<file path="src/rtl/fft_sample_collector.sv">
// fft_sample_collector: serial-to-parallel frame builder feeding full_parallel_fft.
// Accepts one complex sample per cycle into a ping-pong pair of banks. A full bank
// is presented on the packed dout bus while the other bank keeps filling.
// Optional build macro: FSC_BITREV_EN -- when defined, samples are stored at the
// bit-reversed slot of their arrival index (DIT input order); otherwise natural order.
//
// Handshake (both sides): a transfer happens on a rising clk edge when valid is high
// and busy is low in that cycle; the sender holds data stable while valid && busy.
module fft_sample_collector #(
  parameter int NPOINT = 3,
  parameter int WIDTH  = 16
) (
  input  logic                            clk,
  input  logic                            rst_n,
  input  logic                            sin_valid,
  output logic                            sin_busy,
  input  logic [WIDTH-1:0]                sin_real,
  input  logic [WIDTH-1:0]                sin_imag,
  output logic                            dout_valid,
  input  logic                            dout_busy,
  output logic [WIDTH*(2**NPOINT)-1:0]    dout_real,
  output logic [WIDTH*(2**NPOINT)-1:0]    dout_imag
);

  localparam int NSAMP = 2 ** NPOINT;
  localparam logic [NPOINT-1:0] CNT_LAST = '1;
  localparam logic [NPOINT-1:0] CNT_ONE  = NPOINT'(1);

  // Arrival index -> storage slot.
  function automatic logic [NPOINT-1:0] slot_map(input logic [NPOINT-1:0] c);
    logic [NPOINT-1:0] r;
`ifdef FSC_BITREV_EN
    for (int b = 0; b < NPOINT; b++) begin
      r[b] = c[NPOINT-1-b];
    end
`else
    r = c;
`endif
    return r;
  endfunction

  // Ping-pong storage and control state.
  logic [WIDTH-1:0]  bank_re_q [0:1][0:NSAMP-1];
  logic [WIDTH-1:0]  bank_im_q [0:1][0:NSAMP-1];
  logic [WIDTH-1:0]  bank_re_d [0:1][0:NSAMP-1];
  logic [WIDTH-1:0]  bank_im_d [0:1][0:NSAMP-1];
  logic [1:0]        full_q, full_d;
  logic              wr_sel_q, wr_sel_d;
  logic              rd_sel_q, rd_sel_d;
  logic [NPOINT-1:0] cnt_q, cnt_d;

  logic              accept;
  logic              drain;
  logic [NPOINT-1:0] wr_slot;

  // Handshake outputs come straight from the flags: no combinational path from inputs.
  always_comb begin
    sin_busy   = full_q[wr_sel_q];
    dout_valid = full_q[rd_sel_q];
    accept     = sin_valid && !sin_busy;
    drain      = dout_valid && !dout_busy;
    wr_slot    = slot_map(cnt_q);
  end

  // Next-state for pointers, counter and full flags. A completing fill and a drain
  // in the same cycle always address different banks, so both updates apply.
  always_comb begin
    full_d   = full_q;
    wr_sel_d = wr_sel_q;
    rd_sel_d = rd_sel_q;
    cnt_d    = cnt_q;
    if (accept) begin
      if (cnt_q == CNT_LAST) begin
        full_d[wr_sel_q] = 1'b1;
        wr_sel_d         = ~wr_sel_q;
        cnt_d            = '0;
      end else begin
        cnt_d = cnt_q + CNT_ONE;
      end
    end
    if (drain) begin
      full_d[rd_sel_q] = 1'b0;
      rd_sel_d         = ~rd_sel_q;
    end
  end

  // Next-state for the sample banks: only the addressed slot of the write bank changes.
  always_comb begin
    bank_re_d = bank_re_q;
    bank_im_d = bank_im_q;
    if (accept) begin
      bank_re_d[wr_sel_q][wr_slot] = sin_real;
      bank_im_d[wr_sel_q][wr_slot] = sin_imag;
    end
  end

  // Control state register.
  always_ff @(posedge clk or negedge rst_n) begin
    if (!rst_n) begin
      full_q   <= '0;
      wr_sel_q <= 1'b0;
      rd_sel_q <= 1'b0;
      cnt_q    <= '0;
    end else begin
      full_q   <= full_d;
      wr_sel_q <= wr_sel_d;
      rd_sel_q <= rd_sel_d;
      cnt_q    <= cnt_d;
    end
  end

  // Bank storage register; cleared on reset so the output bus reads zero until a frame lands.
  always_ff @(posedge clk or negedge rst_n) begin
    if (!rst_n) begin
      for (int b = 0; b < 2; b++) begin
        for (int s = 0; s < NSAMP; s++) begin
          bank_re_q[b][s] <= '0;
          bank_im_q[b][s] <= '0;
        end
      end
    end else begin
      bank_re_q <= bank_re_d;
      bank_im_q <= bank_im_d;
    end
  end

  // Present the read bank on the packed bus, slot i at [i*WIDTH +: WIDTH].
  always_comb begin
    dout_real = '0;
    dout_imag = '0;
    for (int s = 0; s < NSAMP; s++) begin
      dout_real[s*WIDTH +: WIDTH] = bank_re_q[rd_sel_q][s];
      dout_imag[s*WIDTH +: WIDTH] = bank_im_q[rd_sel_q][s];
    end
  end

endmodule

</file>
<file path="config.mk">
export PLATFORM = sky130hd
export DESIGN_NAME = fft_sample_collector
export DESIGN_NICKNAME = d
export VERILOG_FILES = /design/src/rtl/fft_sample_collector.sv
export SDC_FILE = /design/constraint.sdc
export NUM_CORES = 1
export LEC_CHECK = 0
export ABC_AREA = 1
export CAP_MARGIN = 10
export CORE_UTILIZATION = 55
export CTS_CLUSTER_DIAMETER = 40
export DETAILED_ROUTE_END_ITERATION = 10
export PLACE_DENSITY_LB_ADDON = 0.1
export SYNTH_ARGS = -nofsm -noshare
export SYNTH_HDL_FRONTEND = slang
export SYNTH_SLANG_ARGS = --single-unit
</file>
<file path="constraint.sdc">
create_clock -name clk -period 2.7 [get_ports clk]
set_clock_uncertainty 0.05 [all_clocks]
set_input_delay 0.405 -clock clk [delete_from_list [all_inputs] [get_ports clk]]
set_output_delay 0.405 -clock clk [all_outputs]
set_load 0.02 [all_outputs]
</file>
==> results.cfg, run 1 <==
[run_status]
status = complete, no violations

[synth]
muxShareOfSynthArea_pct = 0
synth_seq_cells = 519
synth.distinct_cells = 21
synth_xor_area_share_pct = 0
yosysWarningCount = 0
synth.largest_area_cell = dfrtp_1
postSynthCellCount = 3168
syn-cell-area_um2 = 23690
synth_top_family_by_area = simple AND/OR/NAND/NOR gates
ys_seq_area_share_pct = 54.83
synth_fp_nets = 3206
synth-simple-area-share_pct = 37.23
yosys.area.top_type_share_pct = 54.83
synth_area_leaders = dfrtp_1 (55%), nand2_1 (31%), nand3_1 (4.9%)
synth_compound_area_share_pct = 2.863
synthAdderAreaFrac_pct = 0.1056
avgSynthCellArea_um2 = 7.477

[placed_design]
dp.cells = 3826
pre_cts_ws_ps = 282.7
postPlaceCellArea_um2 = 27120
gp_congestion = 0.8477
io_buffer_count = 293
hpwlAfterDp_um = 45270

[floorplan]
die_w_um = 209.5
start_util_pct = 56.09
die-area_um2 = 43900
ios = 294
die_h_um = 209.5
rows = 75
coreArea_um2 = 42230

[grt]
grt_usage_pct = 34.54
first_global_vias = 21906
antenna_found_initial = 2
grt_first_pass_wirelength_um = 118900
grt_max_degree = 103
grt_overflow = 0

[timing]
setup_slack_ps = 16.92
setup_viol_count_final = 0
finalHoldViolations = 0
slew_headroom_pct = 37.78
finalCritPeriodShare_pct = 99.37
period_needed_ps = 2683
tightestPinTransition_ps = 930.4
timing.fmax_mhz = 372.7
slew_viol_final = 0

[power_and_ir_drop]
intPower_uw = 22630
ir_worst_vdd_v = 0.0007698
power_frac_seq_pct = 33.6
p_comb_share_pct = 41.9
p_switching_uw = 16260
swShare_pct = 41.82
p_per_area_nw_per_um2 = 1310
p_clk_share_pct = 24.5
p_leak_uw = 0.01707

[clock_tree]
clock_latency_ps = 590
path_clk_slew_ps = 50
root_buffer = clkbuf_16
cts_buffers = 69
cts_num_sinks = 519
htree_levels = 3
tritoncts = done
cts_buffer_depth = 3

[critical_path]
regToRegSetupSlack_ps = 440
worstPathArrival_ps = 2230
end_kind = output port
cp-startpoint = rd_sel_q
worstRegToRegCells = 5
r2r_end = bank_im_q[101]
reg2reg_from = wr_sel_q
critical_path.endpoint = dout_imag[91]
cp-start-kind = register
cp_data_required_time_ps = 2250
critPathMaxFanout = 23
crit_type = reg -> out

[layout]
nNetsFinal = 3415
final_cells = 3972
area_growth_pct = 25.30
area.sequential_um2 = 12990
drive_above_1_share_pct = 8.479
multiInputGateArea_um2 = 9569
fin_util_pct = 70.28
fill_cells = 3370
design_area_um2 = 29680

[route]
wl_per_cell_um = 18.80
drt_iter0_drc = 2253
vias = 22217
drt-vias-per-instance = 5.593
ant_nets = 0
drtPass1Iterations = 6
drc = 0
drt_wl_total_um = 74690

[hold_path]
hp-class = in -> async

[flow_run]
drv_cap = 0
-- routing by layer --
metal / up-vias / track usage [%] / routed length, µm
li1: 10166 / - / -
met1: 10688 / 48.49 / 30260
met2: 1164 / 53.83 / 34560
met3: 197 / 5.237 / 6975
met4: 2 / 14.93 / 2885
met5: - / 0 / 13
-- through the flow --
| step | TNS, ps | hold WS, ps | total power [µW] |
|---|---|---|---|
| after floorplan | 0 | 59.41 | 22210 |
| after global placement | 0 | 311.5 | 29440 |
| after detailed placement | 0 | 325.7 | 29910 |
| after CTS | -460.3 | 286.1 | 38640 |
| after global routing | -1.806 | 313.1 | 41110 |
| final | 0 | 272.6 | 38890 |
-- final cells by class --
class / instances / share of cell area, %
antenna: 1 / 0.008431
clock buffer: 84 / 6.353
clock inverter: 42 / 1.804
inverter: 13 / 0.2445
multi-input combinational: 2374 / 32.24
sequential: 519 / 43.77
tap: 539 / 2.272
timing repair buffer: 399 / 13.28
timing repair inverter: 1 / 0.02951
-- power groups by stage --
| stage | Sequential (µW) | Combinational (µW) | Clock, µW |
|---|---|---|---|
| after CTS | 13000 | 16000 | 9610 |
| after global routing | 13400 | 17700 | 9970 |
| after floorplan | 12400 | 9770 | 0 |
| final | 13100 | 16300 | 9540 |
| after detailed placement | 13000 | 16900 | 0 |
| after global placement | 12900 | 16500 | 0 |
-- flip-flops by register name (all words and copies together), names as in the netlist --
register / cells
bank_im_q: 256
bank_re_q: 256
cnt_q: 3
full_q: 2
rd_sel_q: 1
wr_sel_q: 1
-- critical path, stage by stage (launching register included) --
cell and delay (ps):
dfrtp_4 580, inv_16 160, bufbuf_16 340, nand2_1 60, nand2_1 120, dlygate4sd2_1 360
-- cells in the mapped netlist, drive strengths merged --
library cell  number
nand3            235
nand2           1976
o21ai            133
dfrtp            519
clkbuf           155
inv               12
ha                 2
nand4              5
or2                1
clkinv             1
nor2              20
buf              107
a31oi              2
-- placed cells by master (no fill, tap or decap), types with 12 or more instances in the layout --
| cell | n |
|---|---|
| clkdlybuf4s15_1 | 18 |
| o21ai_0 | 133 |
| dlygate4sd2_1 | 201 |
| dfrtp_1 | 518 |
| clkbuf_16 | 73 |
| clkdlybuf4s50_1 | 35 |
| buf_4 | 76 |
| buf_12 | 15 |
| nand2_1 | 1966 |
| nand3_1 | 234 |
| clkdlybuf4s15_2 | 12 |
| buf_2 | 12 |
-- worst min-delay path by stage --
stage / to / slack, ps / depth (start not counted)
3_5_place_dp: bank_im_q[217] / 330 / 1
6_report: bank_im_q[217] / 270 / 2
3_3_place_gp: bank_im_q[217] / 310 / 1
2_1_floorplan: bank_im_q[0] / 60 / 0
5_1_grt: bank_im_q[217] / 310 / 2
4_1_cts: bank_im_q[217] / 290 / 2
-- cells by family after synthesis --
group,count (synthesis)
fa+ha+maj,2
simple gates,2237
buf+inv,275
flops,519
compound gates,135
-- repair_timing --
action | CTS | global route
setup buffers | 4 | 5
gates resized for setup | 314 | 40
hold buffers | 1 | 0
endpoints found under the hold margin | 41 | 0
endpoints found under the setup margin | 255 | 60
cloned | 7 | 2
No activity file was read; power rests on OpenSTA's default activity.
==> inputs of run 2 (changes only) <==
--- a/config.mk
+++ b/config.mk
@@ -7,7 +7,9 @@
 export LEC_CHECK = 0
 export ABC_AREA = 1
 export CAP_MARGIN = 10
-export CORE_UTILIZATION = 55
+export CELL_PAD_IN_SITES_DETAIL_PLACEMENT = 1
+export CELL_PAD_IN_SITES_GLOBAL_PLACEMENT = 2
+export CORE_UTILIZATION = 35
 export CTS_CLUSTER_DIAMETER = 40
 export DETAILED_ROUTE_END_ITERATION = 10
 export PLACE_DENSITY_LB_ADDON = 0.1
==> run 2 against run 1 <==
Fmax increased by 0.87%. Clock-buffer cell count increased by 47. Worst setup slack improved by 23 ps. Sequential cell count unchanged. Cell count increased by 10%. Register-to-register slack got worse by 20 ps. Design area increased by 5.5%. Sequential share of layout area decreased by 2.3 points. Largest cell class unchanged.
==> results.cfg, run 2 (synthesis results as in run 1) <==
[clock_tree]
clock_latency_ps = 630
cts_num_sinks = 519
htree_levels = 3
root_buffer = clkbuf_16
cts_buffer_depth = 3
cts_buffers = 101
tritoncts = done
path_clk_slew_ps = 50

[critical_path]
cp_slowest_cell = dfrtp_4
cp_data_required_time_ps = 2250
cp_top_family = buffers and inverters
crit_type = reg -> out
end_kind = output port
worstPathCellList = inv_16 > buf_12 > buf_12 > nand2_1 > nand2_1 > clkdlybuf4s15_1
crit_path_max_incr_delay_ps = 580
cp.buffers_inverters = 4
worstPathArrival_ps = 2210
critPathMaxFanout = 25
cp-start-kind = register

[flow_run]
drv_cap = 0

[power_and_ir_drop]
p_clk_share_pct = 30.6
swShare_pct = 40.59
p_switching_uw = 17560
power_frac_seq_pct = 30.0
p_per_area_nw_per_um2 = 1381
p_leak_uw = 0.01728
p_comb_share_pct = 39.4
intPower_uw = 25710
ir_worst_vdd_v = 0.0006233

[layout]
nNetsFinal = 3450
design_area_um2 = 31330
final_common_cell = nand2_1
top_regs = bank_im_q x256, bank_re_q x256, cnt_q x3
drive_above_1_share_pct = 12.64
area_growth_pct = 32.25
final_cell_mix = nand2_1 (1,966), dfrtp_1 (518), nand3_1 (234)
final_cells = 4370
fin_util_pct = 46.73

[placed_design]
gp_congestion = 0.7886
hpwlAfterDp_um = 54850
postPlaceCellArea_um2 = 27590
io_buffer_count = 293
dp.cells = 4159

[floorplan]
coreArea_um2 = 67040
rows = 95
die-area_um2 = 68720
start_util_pct = 35.33
ios = 294
die_w_um = 262.1
die_h_um = 262.1

[run_status]
status = complete, no violations

[route]
vias = 21846
wl_per_cell_um = 20.81
drc = 0
ant_nets = 0
drt-vias-per-instance = 4.999
drt_iter0_drc = 1392
drt_wl_total_um = 90950
drtPass1Iterations = 5

[grt]
grt_max_degree = 100
antenna_found_initial = 0
grt_first_pass_wirelength_um = 140200
grt_overflow = 0
first_global_vias = 23183
grt_usage_pct = 26.77

[timing]
finalCritPeriodShare_pct = 98.52
finalHoldViolations = 0
timing.fmax_mhz = 375.9
setup_tns_ps = 0
period_needed_ps = 2660
slew_headroom_pct = 33.18
slew_viol_final = 0
tightestPinTransition_ps = 1000
setup_viol_count_final = 0
rsz0062_at_grt = true

[hold_path]
hp-class = in -> async
## run 2: cell types whose count changed in the layout (fill, tap and decap cells not counted), moves of 8 or more
cell             change
clkinv_2             +8
clkdlybuf4s15_2     +63
dlygate4sd2_1       -93
clkbuf_8            +10
clkbuf_2            +11
buf_2               +20
clkbuf_16           +31
## run 2: worst register-to-register path: stages, from the launching register on
cell and delay (ps):
dfrtp_1 480, inv_4 130, nand2_1 140, nand3_4 300
nor2_4 870, nand2_1 140, nand2_1 110
## run 2: layout make-up
class                      instances  area (µm²)
timing repair buffer             402        3965
inverter                          13       75.07
fill                            8051       35710
sequential                       519       12990
clock inverter                    56       767.0
clock buffer                     131        2821
multi-input combinational       2374        9599
antenna                            1       2.502
tap                              873        1092
timing repair inverter             1       11.26
## run 2: what timing repair did
item,in CTS,in global routing
gates resized for setup,531,52
hold buffers,1,0
cloned,6,2
hold endpoints to repair,48,0
setup endpoints to repair,258,77
pin swaps,0,0
setup buffers,12,2
## run 2: final timing paths
kind | to | start | cells after the start | slack [ps]
max in group asynchronous | rd_sel_q | rst_n | 3 | 1400
min reg2reg | bank_im_q[190] | bank_im_q[190] | 2 | 420
min | bank_im_q[183] | rst_n | 2 | 240
max reg2reg | bank_im_q[233] | wr_sel_q | 6 | 420
min in group clk | bank_im_q[190] | bank_im_q[190] | 2 | 420
max | dout_imag[125] | rd_sel_q | 6 | 40
## run 2: per-layer routing
layer	vias up	wire [µm]	track usage [%]
met5	-	0	0
met4	0	2177	8.221
met3	124	3287	3.636
met2	437	43590	44.34
met1	11037	41890	36.30
li1	10248	-	-
## run 2: power by group through the flow
stage / registers [µW] / clock network, µW / logic (µW)
after floorplan: 12400 / 0 / 9770
after global placement: 12900 / 0 / 17400
after detailed placement: 13000 / 0 / 17800
after CTS: 13000 / 13400 / 17200
after global routing: 13400 / 13800 / 18700
final: 13000 / 13200 / 17100
## run 2: stage by stage
| step | power [µW] | setup slack [ps] | hold WS [ps] |
|---|---|---|---|
| finish | 43270 | 39.99 | 236.4 |
| global route | 45890 | -3.356 | 272.8 |
| CTS | 43610 | -144.1 | 240.1 |
| detailed placement | 30790 | 59.18 | 283.1 |
| global placement | 30280 | 146.2 | 284.9 |
| floorplan | 22210 | 897.4 | 59.41 |
